### src/rtl/task_pkg.sv
// Shared task types for the task generator / dispatcher pair.
// A task is the tree id it belongs to plus its metadata-and-priority payload.
package task_pkg;

  localparam int PTW           = 16;
  localparam int TREE_NUM      = 5;
  localparam int TREE_NUM_BITS = $clog2(TREE_NUM);
  localparam int MTW           = TREE_NUM_BITS;
  localparam int DW            = MTW + PTW;

  typedef struct packed {
    logic [TREE_NUM_BITS-1:0] tree_id;
    logic [DW-1:0]            data;
  } task_t;

endpackage

### src/rtl/task_pop_dispatcher_if.sv
// Downstream task stream of the pop dispatcher: valid/ready with tree id and data.
// The dispatcher drives the master side; the scheduler/egress logic is the slave.
interface task_pop_dispatcher_if;
  import task_pkg::*;

  logic                     o_valid;
  logic                     i_ready;
  logic [TREE_NUM_BITS-1:0] o_tree_id;
  logic [DW-1:0]            o_data;

  modport master (output o_valid, output o_tree_id, output o_data, input i_ready);
  modport slave  (input o_valid, input o_tree_id, input o_data, output i_ready);

endinterface

### src/rtl/sync_fifo_fwft.sv
// Synchronous first-word-fall-through FIFO with wrap-around pointers and an extra
// count bit; the output holds the last read entry while the FIFO is empty.
module sync_fifo_fwft #(
  parameter type entry_t = logic [7:0],
  parameter int  DEPTH   = 4,
  localparam int AW      = $clog2(DEPTH)
) (
  input  logic   clk,
  input  logic   rst_n,
  input  logic   wr_en,
  input  entry_t wr_data,
  input  logic   rd_en,
  output entry_t rd_data,
  output logic   empty,
  output logic   full,
  output logic [AW:0] count
);

  logic [AW:0] wr_ptr;
  logic [AW:0] rd_ptr;
  entry_t      mem [DEPTH];
  entry_t      last_q;
  logic        wr_ok;
  logic        rd_ok;

  assign count = wr_ptr - rd_ptr;
  assign empty = (count == '0);
  assign full  = (count == (AW+1)'(DEPTH));
  // A write into a full FIFO only proceeds when the head leaves in the same cycle.
  assign wr_ok = wr_en & (~full | rd_en);
  assign rd_ok = rd_en & ~empty;

  assign rd_data = empty ? last_q : mem[rd_ptr[AW-1:0]];

  // NOTE: storage carries no reset; pointers alone define which entries are live.
  always_ff @(posedge clk) begin
    if (wr_ok) mem[wr_ptr[AW-1:0]] <= wr_data;
  end

  always_ff @(posedge clk or negedge rst_n) begin
    if (!rst_n) begin
      wr_ptr <= '0;
      rd_ptr <= '0;
      last_q <= '0;
    end else begin
      if (wr_ok) wr_ptr <= wr_ptr + 1'b1;
      if (rd_ok) begin
        rd_ptr <= rd_ptr + 1'b1;
        last_q <= mem[rd_ptr[AW-1:0]];
      end
    end
  end

endmodule

### src/rtl/task_pop_dispatcher.sv
// Issues credit-limited pops to the task generator, captures returns after POP_LAT
// cycles and delivers them in issue order on a valid/ready stream.
module task_pop_dispatcher
  import task_pkg::*;
#(
  parameter int  POP_LAT   = 2,
  parameter int  OUT_DEPTH = 4,
  parameter int  MIN_GAP   = 1,
  localparam int IFW       = $clog2(POP_LAT + 1)
) (
  input  logic                     i_clk,
  input  logic                     i_arst_n,
  input  logic                     i_en,
  input  logic                     i_tg_empty,
  output logic                     o_pop,
  input  logic [TREE_NUM_BITS-1:0] i_pop_tree_id,
  input  logic [DW-1:0]            i_pop_data,
  task_pop_dispatcher_if.master    out_if,
  output logic [IFW-1:0]           o_inflight,
  output logic [31:0]              o_pop_cnt
);

  localparam int CW = $clog2(OUT_DEPTH) + 1;
  localparam int GW = (MIN_GAP > 1) ? $clog2(MIN_GAP) : 1;

  logic [POP_LAT-1:0] tag_q;
  logic [GW-1:0]      gap_q;
  logic [CW-1:0]      fifo_count;
  logic               fifo_empty;
  logic               fifo_full;
  logic               credit_ok;
  logic               ret;
  logic               rd_en;
  task_t              wr_task;
  task_t              rd_task;

  // NOTE: every always_comb output gets a default first so no path leaves it unassigned.
  always_comb begin
    credit_ok = 1'b0;
    o_pop     = 1'b0;
    // Tasks still in flight already own a FIFO slot.
    credit_ok = (int'(fifo_count) + int'(o_inflight)) < OUT_DEPTH;
    o_pop     = i_arst_n & i_en & ~i_tg_empty & credit_ok & (gap_q == '0);
  end

  assign ret     = tag_q[POP_LAT-1];
  assign rd_en   = ~fifo_empty & out_if.i_ready;
  assign wr_task = '{tree_id: i_pop_tree_id, data: i_pop_data};

  // NOTE: state registers use non-blocking assignments so every flop samples pre-edge values.
  always_ff @(posedge i_clk or negedge i_arst_n) begin
    if (!i_arst_n) begin
      tag_q      <= '0;
      gap_q      <= '0;
      o_inflight <= '0;
      o_pop_cnt  <= '0;
    end else begin
      tag_q[0] <= o_pop;
      for (int i = 1; i < POP_LAT; i++) tag_q[i] <= tag_q[i-1];

      if (o_pop)             gap_q <= GW'(MIN_GAP - 1);
      else if (gap_q != '0)  gap_q <= gap_q - GW'(1);

      case ({o_pop, ret})
        2'b10:   o_inflight <= o_inflight + IFW'(1);
        2'b01:   o_inflight <= o_inflight - IFW'(1);
        default: o_inflight <= o_inflight;
      endcase

      if (o_pop) o_pop_cnt <= o_pop_cnt + 32'd1;
    end
  end

  sync_fifo_fwft #(
    .entry_t (task_t),
    .DEPTH   (OUT_DEPTH)
  ) u_fifo (
    .clk     (i_clk),
    .rst_n   (i_arst_n),
    .wr_en   (ret),
    .wr_data (wr_task),
    .rd_en   (rd_en),
    .rd_data (rd_task),
    .empty   (fifo_empty),
    .full    (fifo_full),
    .count   (fifo_count)
  );

  assign out_if.o_valid   = ~fifo_empty;
  assign out_if.o_tree_id = rd_task.tree_id;
  assign out_if.o_data    = rd_task.data;

  // A return landing on a full FIFO with no departing head means credit was miscounted.
  assert property (@(posedge i_clk) disable iff (!i_arst_n) !(ret && fifo_full && !rd_en));

endmodule
### src/flat_wrapper.sv
// flat-port wrapper written by rule: the top's interface ports become plain ports
module task_pop_dispatcher_flat import task_pkg::*;
#(
  parameter int  POP_LAT   = 2,
  parameter int  OUT_DEPTH = 4,
  parameter int  MIN_GAP   = 1,
  localparam int IFW       = $clog2(POP_LAT + 1)
)
  (i_clk, i_arst_n, i_en, i_tg_empty, o_pop, i_pop_tree_id, i_pop_data, o_inflight, o_pop_cnt, out_if_o_valid, out_if_o_tree_id, out_if_o_data, out_if_i_ready);
  task_pop_dispatcher_if out_if_i ();
  input  logic i_clk;
  input  logic i_arst_n;
  input  logic i_en;
  input  logic i_tg_empty;
  output logic o_pop;
  input  logic [TREE_NUM_BITS-1:0] i_pop_tree_id;
  input  logic [DW-1:0] i_pop_data;
  output logic [IFW-1:0] o_inflight;
  output logic [31:0] o_pop_cnt;
  output wire logic [$bits(out_if_i.o_valid)-1:0] out_if_o_valid;
  output wire logic [$bits(out_if_i.o_tree_id)-1:0] out_if_o_tree_id;
  output wire logic [$bits(out_if_i.o_data)-1:0] out_if_o_data;
  input wire logic [$bits(out_if_i.i_ready)-1:0] out_if_i_ready;
  assign out_if_o_valid = out_if_i.o_valid;
  assign out_if_o_tree_id = out_if_i.o_tree_id;
  assign out_if_o_data = out_if_i.o_data;
  assign out_if_i.i_ready = out_if_i_ready;
  task_pop_dispatcher #(.POP_LAT(POP_LAT), .OUT_DEPTH(OUT_DEPTH), .MIN_GAP(MIN_GAP)) u_core (.i_clk(i_clk), .i_arst_n(i_arst_n), .i_en(i_en), .i_tg_empty(i_tg_empty), .o_pop(o_pop), .i_pop_tree_id(i_pop_tree_id), .i_pop_data(i_pop_data), .out_if(out_if_i), .o_inflight(o_inflight), .o_pop_cnt(o_pop_cnt));
endmodule
### config.mk
export PLATFORM = sky130hd
export DESIGN_NAME = task_pop_dispatcher_flat
export DESIGN_NICKNAME = d
export VERILOG_FILES = /design/src/rtl/task_pkg.sv /design/src/rtl/task_pop_dispatcher_if.sv /design/src/rtl/sync_fifo_fwft.sv /design/src/rtl/task_pop_dispatcher.sv /design/src/flat_wrapper.sv
export SDC_FILE = /design/constraint.sdc
export NUM_CORES = 1
export LEC_CHECK = 0
export BUFFER_PORTS_ARGS = -buffer_cell sky130_fd_sc_hd__buf_2
export CAP_MARGIN = 20
export CORE_MARGIN = 4
export CORE_UTILIZATION = 55
export CTS_CLUSTER_SIZE = 16
export DETAILED_ROUTE_END_ITERATION = 12
export PLACE_DENSITY = 0.77
export REMOVE_ABC_BUFFERS = 1
export SYNTH_ARGS = -nofsm -noshare
export SYNTH_HDL_FRONTEND = slang
export SYNTH_SLANG_ARGS = --single-unit
export TNS_END_PERCENT = 50
### constraint.sdc
create_clock -name i_clk -period 3.5 [get_ports i_clk]
set_clock_uncertainty 0.1 [all_clocks]
set_input_delay 0.35 -clock i_clk [delete_from_list [all_inputs] [get_ports i_clk]]
set_output_delay 0.35 -clock i_clk [all_outputs]
set_load 0.02 [all_outputs]
Yosys cells after proc, flatten, opt, wreduce, memory -nomap -nowiden
Memory sizes are Yosys's and may differ from the RTL's.
Index checks and enable logic that the tools add are counted.
{ "totals": {"regBits": 65, "mem_bits_rw": 88, "in_bits": 27, "out_inout_bits": 58, "wordCells": 41, "memories": 1} }
{ "op_classes": {"add_sub_neg": 8, "order_cmp": 1, "eq_ne": 3, "n_mux": 6, "bitwise": 12, "n_reduce_logical": 2} }
{ "memory_table": {"columns": ["name", "depth", "word_bits", "rd", "rd_ports_with_merged_regs", "write_ports", "line_no", "text"], "rows": [
  ["u_core.u_fifo.mem", 4, 22, 1, 0, 1, "sync_fifo_fwft.sv:21", "entry_t mem [DEPTH];"]
]} }
{ "op_table": {"columns": ["operator", "n"], "rows": [
  ["adder 32 x 1 -> 32 bit (second input constant)", 1],
  ["< comparator 32 x 4 -> 1 bit (second input constant)", 1],
  ["two-way mux 22 bit", 1],
  ["bitwise AND 1 bit", 7],
  ["adder 3 x 1 -> 3 bit (second input constant)", 2],
  ["adder 3 x 2 -> 4 bit", 1],
  ["two-way mux 1 bit", 4],
  ["inverter 1 bit", 4],
  ["one-hot mux 2 bit (2 select lines)", 1],
  ["equality test 3 bit (second input constant)", 1],
  ["logical NOT 3 bit", 1],
  ["subtractor 3 bit", 1],
  ["adder 2 x 1 -> 2 bit (second input constant)", 1],
  ["equality test 2 x 1 -> 1 bit (second input constant)", 1],
  ["equality test 2 bit (second input constant)", 1],
  ["nonzero test 2 bit", 1],
  ["subtractor 2 x 1 -> 2 bit (second input constant)", 1],
  ["bitwise OR 1 bit", 1],
  ["subtractor 1 bit (second input constant)", 1]
]} }

Logic depth before layout (Yosys ltp)
Gate-level depths: netlist (run 1).
{ "logic_depth": {"ltp_word": 8, "mapped_depth": 13, "mapped_depth_nobuf": 12} }

Modules after synthesis
From an unflattened synthesis (run 1), not the netlist that was laid out.
{ "unflattened": {"cells_unflattened": 366, "hier_area_um2": 6446.2} }
{ "modules_own_cells": {"columns": ["mod", "instances", "cells_each", "area_per_inst_um2", "seq_area_each_um2"], "rows": [
  ["sync_fifo_fwft", 1, 221, 4768.3, 3343.2],
  ["task_pop_dispatcher", 1, 145, 1677.9, 900.9]
]} }

Least setup slack after synthesis (run 1)
No wires, ideal clock.
{ "synth_path": {"path_kind": "reg-to-reg", "startpoint": "reg u_core.u_fifo.rd_ptr[1]", "endpoint": "reg u_core.o_inflight[1]", "setup_ns": 0.080, "arrival_time_ns": 3.007, "required_time_ns": 3.320, "setup_slack_ns": 0.313, "stages_incl_launch_ff": 13, "n_path_buf": 3, "period_less_slack_ns": 3.187, "path_cell_list": "dfrtp_1 clkbuf_1 clkbuf_1 inv_1 fa_1 ha_1 nor4bb_1 o211a_4 buf_6 inv_1 ha_1 nor2_1 xor2_1"} }
{ "synth_via": {"elab_chain_len": 7, "word_cells_on_any_way": 9, "cone_classes": "add/sub: 2; order compare: 1; eq/ne: 2; mux: 1; bitwise: 2; reduce/logical: 1"} }
{ "synth_lines": {"columns": ["item", "line_no", "text"], "rows": [
  ["start, declared", "sync_fifo_fwft.sv:20", "logic [AW:0] rd_ptr;"],
  ["start signal, assigned", "sync_fifo_fwft.sv:48", "rd_ptr <= rd_ptr + 1'b1;"],
  ["subtractor 3 bit (*)", "sync_fifo_fwft.sv:26", "assign count = wr_ptr - rd_ptr;"],
  ["adder 3 x 2 -> 4 bit (*)", "task_pop_dispatcher.sv:42", "credit_ok = (int'(fifo_count) + int'(o_inflight)) < OUT_DEPTH;"],
  ["< comparator 32 x 4 -> 1 bit (*)", "task_pop_dispatcher.sv:42", null],
  ["bitwise AND 1 bit (*) (2 in series)", "task_pop_dispatcher.sv:43", "o_pop = i_arst_n & i_en & ~i_tg_empty & credit_ok & (gap_q == '0);"],
  ["via o_pop", "flat_wrapper.sv:15", "output logic o_pop;"],
  ["equality test 2 x 1 -> 1 bit / equality test 2 bit (equally long branches)", "task_pop_dispatcher.sv:64", "case ({o_pop, ret})"],
  ["one-hot mux 2 bit (2 select lines) / nonzero test 2 bit (equally long branches)", null, null],
  ["end signal, assigned", "task_pop_dispatcher.sv:65", "2'b10: o_inflight <= o_inflight + IFW'(1);"],
  ["end signal, assigned", "task_pop_dispatcher.sv:66", "2'b01: o_inflight <= o_inflight - IFW'(1);"],
  ["end signal, assigned", "task_pop_dispatcher.sv:67", "default: o_inflight <= o_inflight;"],
  ["end, declared", "task_pop_dispatcher.sv:19", "output logic [IFW-1:0] o_inflight,"]
]} }
The timed path passes the listed nets; every way through them passes the cells marked *.
A chain may end at the register's enable or synchronous reset.

Worst setup path in the final report (run 1)
{ "layout_path": {"startpoint": "reg u_core.u_fifo.wr_ptr[0]", "endpoint": "out out_if_o_data[18]"} }
{ "layout_via": {"elab_chain_len": 3} }
{ "layout_lines": {"columns": ["item", "line_no", "text"], "rows": [
  ["start, declared", "sync_fifo_fwft.sv:19", "logic [AW:0] wr_ptr;"],
  ["start signal, assigned", "sync_fifo_fwft.sv:46", "if (wr_ok) wr_ptr <= wr_ptr + 1'b1;"],
  ["subtractor 3 bit", "sync_fifo_fwft.sv:26", null],
  ["logical NOT 3 bit", "sync_fifo_fwft.sv:27", "assign empty = (count == '0);"],
  ["two-way mux 22 bit", "sync_fifo_fwft.sv:33", "assign rd_data = empty ? last_q : mem[rd_ptr[AW-1:0]];"],
  ["end, declared", "flat_wrapper.sv:22", "output wire logic [$bits(out_if_i.o_data)-1:0] out_if_o_data;"]
]} }
No other way between the ends.

==> out/summary.txt, run 1 <==
Crit path max-delay family: buffers and inverters
Clk buf depth: 2
Max Clk Rate: 0.297 GHz
Worst-path clk slew: 0.06 ns
Post-CTS Repair Setup Buffers: 0
Internal power: 4380 µW
Top_reg_cell synth: edfxtp_1
Post-CTS Hold Fix Bufs: 0
Row count: 38
Final setup viols: 0
Worst path max stage delay: 0.40 ns
Tightest hold margin: 0.0426 ns
Total Power: 6550 µW
Initial antenna violation count: 1
Initial Util: 57.1%
WS Path Type: flip-flop to primary output
Buf/Inv on CP: 4
IO Port Bufs: 84
# H-tree levels: 4
P&R area growth vs syn: 18.5%
Routed Antenna Nets: 0
CP Launch Type: flip-flop
DRC violations left: 0
Die W: 115 µm
Number of fill cells: 742
Grt total ovfl: 0
First-pass GRT wire length: 18900 µm
Synthesis Warnings: 0
Final Hold Fails: 0
CTS-repair resized insts: 0
Switching pwr: 2170 µW
Synth Register Bits: 152
WP data required: 3.05 ns
Diode count: 0
Final Max Tran Viols: 0
Die ar.: 13200 µm²
IO Pins: 85
RSZ-0062 raised after global routing: false
CP endpoint kind: primary output
Setup TNS: 0 ns
Worst hold path type: input pin to flip-flop
Min Tclk post-route: 3.37 ns
Post-synthesis sequential area ratio: 67.4%
HPWL Detailed: 7320 µm
Clock Power Share: 26.7%
Sinks on Clock Net: 152
CP Cell Sequence: inv_1 > ha_1 > inv_1 > fa_1 > xor3_2 > nor3b_4 > buf_4 > mux2_2 > buf_2
PD cells: 878 nW/µm²
Syn avg cell area: 17.6 µm²
Worst vdd ir: 0.528 mV
Drt first pass iters: 4
Core outline area: 11000 µm²
Via count: 3383
CP Max Fanout: 23
Count of cell types in the netlist: 33
Static Leak: 0.00304 µW
Synth Area in Simple Gates: 6.26%
Post-synth EDFFs: 88
Via-per-instance ratio: 5.56
GRT Overall Usage: 19.3%
Fin nets: 492
Post-synthesis compound-gate area fraction: 0.537%
Async S/R FF share, synth: 42.1%
Outcome: completed
Crit path arrival time: 2.92 ns
CP most frequent cell: inv_1
Routed WL: 11900 µm
Largest net degree at the start of global routing: 65
Net Sw Frac: 33.1%
Multiplexer share of the synthesized area: 16.1%
Post-Synthesis Cell Area: 6290 µm²
CTS tree: done
Adder and majority cell fraction of the synthesized area: 2.11%
Crit-path slowest cell: dfrtp_1
Gpl congestion: 0.745
Syn Inst Count: 358
Synth Area in XOR/XNOR: 5.68%
WL per Instance: 19.6 µm
Vias in the first global route: 3620
DRT iter0 DRCs: 161
Die H: 115 µm
Max-cap check violation count: 0
Clock Latency Late Sink: 0.42 ns
CTS Buf Count: 17
CTS root buf: clkbuf_16
Flop pwr share: 35.7%
Proportion of layout cells with a drive suffix above 1: 37.2%
Headroom to the max-slew limit: 43.2%
Worst-margin pin slew: 0.851 ns
Largest family of logic cells by synthesized area: multiplexers
Share of total power in combinational logic: 37.6%
Tcrit/Tclk final: 96.3%
[cells by family after synthesis]
group	after synthesis
compound gates	3
xor+xnor	39
fa+ha+maj	10
buf+inv	23
flops	152
mux	68
simple gates	63
[cells in the mapped netlist, types with 5 or more instances]
cell / count / area share (%)
edfxtp_1: 88 / 42
inv_1: 8 / 0.48
mux4_2: 22 / 7.9
mux2_2: 27 / 4.8
nand2_1: 12 / 0.72
xor2_1: 10 / 1.4
nand4_1: 8 / 0.80
dfrtp_1: 64 / 25
and4_1: 5 / 0.70
xnor2_1: 28 / 3.9
mux2_1: 19 / 3.4
clkbuf_1: 5 / 0.30
buf_2: 5 / 0.40
and3_1: 8 / 0.80
ha_1: 9 / 1.8
nand3_1: 14 / 1.1
[per-stage QoR]
step                util (%)  area, µm²  setup slack, ns  cells
finish                  67.6       7460            0.130    608
global route            67.6       7460           0.0203    608
CTS                     67.2       7410            0.107    605
detailed placement      62.0       6840            0.272    573
global placement        62.0       6840            0.387    573
floorplan                  -       6210           -0.336    344
[sequential cells by signal, indices dropped and copies added (netlist names)]
signal and flops:
u_core.o_inflight 2, u_core.u_fifo.mem 88, u_core.o_pop_cnt 32, u_core.u_fifo.rd_ptr 3, u_core.u_fifo.wr_ptr 3, u_core.tag_q 2
u_core.u_fifo.last_q 22
[placed cells by master (no fill, tap or decap), drive strengths merged, types with 2 or more instances in the layout]
cell type / instances
inv: 9
ha: 9
nor2: 4
mux2: 46
nand3: 15
nor3: 2
nand4: 8
and2: 4
bufinv: 2
edfxtp: 88
clkinv: 5
and4: 5
and3: 8
dfrtp: 64
xor2: 10
xnor2: 28
clkbuf: 25
buf: 92
mux4: 22
nand2: 13
[power by group through the flow]
stage	logic (µW)	registers (µW)	clock network, µW
2_1_floorplan	1660	2450	0
3_3_place_gp	2410	2350	0
3_5_place_dp	2480	2360	0
4_1_cts	2500	2340	1780
5_1_grt	2670	2370	1860
6_report	2470	2340	1750
[final timing paths]
path	slack (ns)	from	to	cells past startpoint
max	0.13	u_core.u_fifo.wr_ptr[0]	out_if_o_data[18]	9
min	0.04	i_pop_tree_id[1]	u_core.u_fifo.mem[1][20]	1
max reg2reg	0.22	u_core.u_fifo.wr_ptr[0]	u_core.o_pop_cnt[29]	10
min reg2reg	0.27	u_core.tag_q[0]	u_core.tag_q[1]	0
max in group asynchronous	2.58	i_arst_n	u_core.u_fifo.rd_ptr[0]	2
min in group asynchronous	0.11	i_arst_n	u_core.o_pop_cnt[27]	2
[final cells by class]
cell class | count | area (µm²) | area share [%]
tap | 140 | 175 | 2.35
timing repair buffer | 92 | 503 | 6.74
clock buffer | 25 | 475 | 6.37
inverter | 9 | 33.8 | 0.453
multi-input combinational | 183 | 1930 | 25.9
clock inverter | 7 | 95.1 | 1.27
sequential | 152 | 4250 | 56.9
[layer usage]
metal | track usage [%] | wire length [µm] | share of wire [%] | vias to the layer above
met5 | 0 | 13 | 0.11 | -
met4 | 7.28 | 221 | 1.9 | 2
met3 | 5.00 | 584 | 4.9 | 23
met2 | 32.5 | 6130 | 52 | 76
met1 | 24.2 | 4950 | 42 | 1740
li1 | - | - | - | 1542
(Power assumes the default switching activity.)
==> run 2, diff against run 1 <==
--- a/config.mk
+++ b/config.mk
@@ -5,13 +5,14 @@
 export SDC_FILE = /design/constraint.sdc
 export NUM_CORES = 1
 export LEC_CHECK = 0
+export ABC_AREA = 1
 export BUFFER_PORTS_ARGS = -buffer_cell sky130_fd_sc_hd__buf_2
 export CAP_MARGIN = 20
 export CORE_MARGIN = 4
 export CORE_UTILIZATION = 55
 export CTS_CLUSTER_SIZE = 16
 export DETAILED_ROUTE_END_ITERATION = 12
-export PLACE_DENSITY = 0.77
+export PLACE_DENSITY = 0.76
 export REMOVE_ABC_BUFFERS = 1
 export SYNTH_ARGS = -nofsm -noshare
 export SYNTH_HDL_FRONTEND = slang
==> run 2 against run 1 <==
Compared with the run above:
- register-to-register slack better by 0.45 ns
- largest power group unchanged
- non-clock buffer count is 9 higher
- clock-buffer cell count is 8 lower
- fmax is 2.7% higher
- first-iteration DRC count grew to 3.1 times the previous value
- sequential share of layout area is 5.5 points lower
- synthesized area is 13% higher
==> out/summary.txt, run 2 <==
Most area-consuming cells after synthesis: edfxtp_1, dfrtp_1, nand2_1
Post-Synthesis Cell Area: 7090 µm²
CTS tree: done
Max Clk Rate: 0.305 GHz
Sinks on Clock Net: 152
Syn Inst Count: 748
Outcome: completed
Final instance count without filler cells: 1027
Core outline area: 12600 µm²
Clk buf depth: 2
RR Startpoint: u_core.u_fifo.wr_ptr[0]
Synthesis Warnings: 0
Worst-margin pin slew: 0.855 ns
Final Hold Fails: 0
First-pass GRT wire length: 25400 µm
Synth area leader: edfxtp_1
Post-synthesis compound-gate area fraction: 9.80%
Via-per-instance ratio: 5.36
CP endpoint kind: primary output
Post-synth EDFFs: 88
Tcrit/Tclk final: 93.7%
Final Max Tran Viols: 0
Vias in the first global route: 5103
Die ar.: 14800 µm²
Synth Register Bits: 152
Commonest non-fill, non-tap cell in the layout: nand2_1
Global route hottest layer: met2
Global Route met2 Usage: 35.3%
Row count: 41
Routed Antenna Nets: 0
Max FFs per register: 88
Via count: 5506
RSZ-0062 raised after global routing: false
Placed cell count: 994
Buf/Inv on CP: 6
Adder and majority cell fraction of the synthesized area: 1.87%
WL per Instance: 15.5 µm
Count of cell types in the netlist: 31
Routing usage on met3: 5.83%
Worst vdd ir: 0.457 mV
Crit. Startpoint: u_core.u_fifo.wr_ptr[0]
CP Max Fanout: 17
Min Tclk post-route: 3.28 ns
Async S/R FF share, synth: 42.1%
Crit path arrival time: 2.83 ns
WP data required: 3.05 ns
Multiplexer share of the synthesized area: 0%
DRC violations left: 0
Final setup viols: 0
Worst hold path type: input pin to flip-flop
Top_reg_cell synth: edfxtp_1
# H-tree levels: 4
Largest family of logic cells by synthesized area: simple AND/OR/NAND/NOR gates
Total Power: 6690 µW
Synth top area share: 37.3%
Routed WL: 15900 µm
Synth Area in Simple Gates: 20.3%
Worst path max stage delay: 0.48 ns
Post-synthesis sequential area ratio: 59.9%
Initial antenna violation count: 1
Fin nets: 878
Setup TNS: 0 ns
Drt first pass iters: 6
CP Cell Sequence: inv_1 > ha_1 > inv_1 > fa_1 > ha_1 > nand3_1 > nand3_1 > inv_1 > nand2_1 > buf_4 > inv_2 > buf_2
CTS Buf Count: 17
P&R area growth vs syn: 16.5%
HPWL Detailed: 10600 µm
WS Path Type: flip-flop to primary output
CP most frequent cell: inv_1
Post-CTS Hold Fix Bufs: 0
IO Port Bufs: 84
Crit path max-delay family: adder cells
Gpl congestion: 0.945
GR Layer Usage met1: 29.3%
PD cells: 810 nW/µm²
GRT Overall Usage: 22.3%
Proportion of layout cells with a drive suffix above 1: 20.3%
Hold path startpoint: i_pop_data[8]
Clock Latency Late Sink: 0.42 ns
Die W: 122 µm
IO Pins: 85
CTS-repair resized insts: 0
CTS root buf: clkbuf_16
Synth cell count leaders: nand2_1, nor2_1, edfxtp_1
CP Launch Type: flip-flop
Synth Area in XOR/XNOR: 2.35%
Post-CTS Repair Setup Buffers: 0
Grt total ovfl: 0
Worst-path clk slew: 0.06 ns
Die H: 122 µm
Crit-path slowest cell: fa_1
Syn avg cell area: 9.48 µm²
Static Leak: 0.00363 µW
Most frequent cells in the layout: nand2_1, nor2_1, edfxtp_1
Initial Util: 56.2%
Largest net degree at the start of global routing: 65
Headroom to the max-slew limit: 43.0%
DRT iter0 DRCs: 496
Max-cap check violation count: 0
Most common cell in the netlist: nand2_1
==> run 2: logic make-up (layout without fill, tap and decap cells) <==
group,Yosys count,in the layout
other,0,1
XOR/XNOR,19,19
AO/OA/AOI/OAI,116,116
flip-flops,152,152
AND/OR/NAND/NOR,360,360
adder cells (fa/ha/maj),10,10
buffers and inverters,91,197
==> run 2: worst paths after layout <==
| kind | to | slack (ns) | depth (start not counted) |
|---|---|---|---|
| worst max-delay path | o_pop | 0.22 | 12 |
| min in group asynchronous | u_core.u_fifo.last_q[0] | 0.14 | 2 |
| worst min register to register | u_core.tag_q[1] | 0.25 | 0 |
| worst min-delay path | u_core.u_fifo.mem[0][8] | 0.03 | 1 |
| worst max register to register | u_core.u_fifo.last_q[6] | 0.67 | 10 |
| max in group asynchronous | u_core.o_pop_cnt[21] | 2.59 | 2 |
==> run 2: through the flow <==
| step | setup WS, ns | cell area (µm²) | util (%) | hold WS, ns |
|---|---|---|---|---|
| finish | 0.220 | 8260 | 65.4 | 0.0342 |
| global route | 0.0459 | 8260 | 65.4 | 0.0230 |
| CTS | 0.196 | 8260 | 65.4 | 0.0234 |
| detailed placement | 0.660 | 7690 | 60.9 | 0.239 |
| global placement | 0.752 | 7690 | 60.9 | 0.237 |
| floorplan | -0.104 | 6920 | - | -0.0456 |
==> run 2: area by class of cell <==
cell class	count	area, µm²
Clock inverter	15	141
Antenna cell	1	2.50
Multi-Input combinational cell	505	2440
Inverter	64	243
Timing Repair Buffer	101	548
Clock buffer	17	425
Tap cell	172	215
Fill cell	1005	4360
Sequential cell	152	4240
==> run 2: per-layer routing <==
metal / share of wire, % / vias to the layer above
met3: 6.9 / 35
met4: 2.7 / 0
met1: 42 / 2600
li1: - / 2641
met5: 0 / -
met2: 48 / 230
==> run 2: power breakdown <==
| part | total (µW) | internal (µW) | leakage, µW | switching, µW |
|---|---|---|---|---|
| Combinational | 2680 | 831 | 0.00172 | 1850 |
| Sequential | 2260 | 2150 | 0.00163 | 116 |
| Clock | 1750 | 993 | 0.000283 | 752 |
==> run 3, diff against run 2 <==
--- a/config.mk
+++ b/config.mk
@@ -9,10 +9,10 @@
 export BUFFER_PORTS_ARGS = -buffer_cell sky130_fd_sc_hd__buf_2
 export CAP_MARGIN = 20
 export CORE_MARGIN = 4
-export CORE_UTILIZATION = 55
+export CORE_UTILIZATION = 50
 export CTS_CLUSTER_SIZE = 16
 export DETAILED_ROUTE_END_ITERATION = 12
-export PLACE_DENSITY = 0.76
+export PLACE_DENSITY = 0.7
 export REMOVE_ABC_BUFFERS = 1
 export SYNTH_ARGS = -nofsm -noshare
 export SYNTH_HDL_FRONTEND = slang
==> run 3 against run 2 <==
Compared with the run above:
- utilization decreased by 6.1 points
- critical path type unchanged
- largest cell class unchanged
- hold slack better by 0.0035 ns
- global-route usage shrank 1.7 points
==> out/summary.txt, run 3 (synthesized netlist as in run 2, its figures left out) <==
Die ar.: 16100 µm²
Routed WL: 15600 µm
IO Port Bufs: 84
Top sig layer: met4
Worst hold path type: input pin to flip-flop
Fin nets: 875
Clock Latency Late Sink: 0.43 ns
Outcome: completed
CP endpoint kind: primary output
HPWL Detailed: 10300 µm
DR WL met2: 7570 µm
Crit path arrival time: 2.75 ns
Initial antenna violation count: 0
Min Tclk post-route: 3.20 ns
Die W: 127 µm
CTS root buf: clkbuf_16
First-pass GRT wire length: 25800 µm
Via-per-instance ratio: 5.13
Drt first pass iters: 5
Sinks on Clock Net: 152
Gpl congestion: 0.912
Max Clk Rate: 0.313 GHz
Final setup viols: 0
Clk buf depth: 2
CTS tree: done
Post-CTS Repair Setup Buffers: 0
Static Leak: 0.00361 µW
CTS Buf Count: 17
Max FFs per register: 88
P&R area growth vs syn: 16.3%
Via count: 5288
WP data required: 3.05 ns
Grt total ovfl: 0
WL per Instance: 15.2 µm
Final Hold Fails: 0
Proportion of layout cells with a drive suffix above 1: 20.1%
IO Pins: 85
CP Max Fanout: 46
CTS-repair resized insts: 0
Number of fill cells: 1182
DRT iter0 DRCs: 350
Max-cap check violation count: 0
Worst vdd ir: 0.538 mV
Core outline area: 13900 µm²
Initial Util: 51.1%
Vias in the first global route: 5176
Commonest non-fill, non-tap cell in the layout: nand2_1
Routed Antenna Nets: 0
Largest net degree at the start of global routing: 48
RSZ-0062 raised after global routing: false
Headroom to the max-slew limit: 56.8%
GRT Overall Usage: 20.6%
Met3 WL post-DR: 706 µm
Placement Cell Area: 7670 µm²
PD cells: 808 nW/µm²
Post-CTS Hold Fix Bufs: 1
Diode count: 0
Worst-path clk slew: 0.07 ns
Final Max Tran Viols: 0
Row count: 43
CP Launch Type: flip-flop
DRC violations left: 0
# H-tree levels: 4
Tcrit/Tclk final: 91.3%
WS Path Type: flip-flop to primary output
Final Cell Area: 8240 µm²
Fin util: 59.4%
Most frequent cells in the layout: nand2_1, nor2_1, edfxtp_1
Met1 WL: 7080 µm
Die H: 127 µm
Worst-margin pin slew: 0.648 ns
[run 3: cell types whose count changed in the layout (fill, tap and decap cells not counted)]
cell	change
inv_8	+3
clkinv_1	-2
clkinvlp_4	+1
buf_4	-4
dlygate4sd3_1	+1
clkinv_4	+1
bufinv_16	-1
inv_6	-2
diode_2	-1
[run 3: final timing paths]
kind	startpoint	to	slack, ns	cells after the start
setup / recovery	u_core.u_fifo.wr_ptr[0]	out_if_o_tree_id[2]	0.30	8
hold / removal	i_pop_data[4]	u_core.u_fifo.mem[2][4]	0.04	1
max in group asynchronous	i_arst_n	u_core.u_fifo.rd_ptr[1]	1.98	4
setup reg to reg	u_core.u_fifo.wr_ptr[0]	u_core.u_fifo.rd_ptr[2]	0.65	10
min in group asynchronous	i_arst_n	u_core.u_fifo.last_q[5]	0.48	3
hold reg to reg	u_core.tag_q[0]	u_core.tag_q[1]	0.25	0
[run 3: cell type report]
type | instances | area (µm²) | area share (%)
well taps | 180 | 225 | 2.73
inverters | 64 | 243 | 2.95
flip-flops and latches | 152 | 4240 | 51.5
clock buffers | 17 | 425 | 5.16
repair buffers | 98 | 528 | 6.41
clock inverters | 15 | 136 | 1.65
multi-input cells | 505 | 2440 | 29.6
[run 3: through the flow]
stage	setup TNS, ns	cells	hold WS (ns)	power (µW)	worst slack [ns]
final	0	1031	0.0377	6660	0.304
after global routing	0	1031	0.0175	7150	0.110
after detailed placement	0	998	0.242	4990	0.647
after floorplan	-0.550	721	-0.0456	4110	-0.104
after global placement	0	998	0.239	4880	0.812
after CTS	0	1031	0.0220	6720	0.281
[run 3: critical path, stage by stage, from the launching register on]
cell     delay (ns)
dfrtp_1        0.41
inv_1          0.14
ha_1           0.17
inv_1          0.05
fa_1           0.49
nor2_1         0.21
nand2_4        0.31
o21ai_0        0.31
buf_2          0.21
[run 3: power breakdown]
part / internal, µW / total (µW) / switching [µW]
sequential: 2150 / 2260 / 115
combinational: 823 / 2660 / 1840
clock: 937 / 1730 / 795
total: 3910 / 6660 / 2750
[run 3: routing by layer]
| layer | global-route usage, % | up-vias |
|---|---|---|
| met2 | 33.7 | 119 |
| met1 | 27.0 | 2507 |
| met5 | 0 | - |
| li1 | - | 2636 |
| met3 | 4.89 | 26 |
| met4 | 7.63 | 0 |
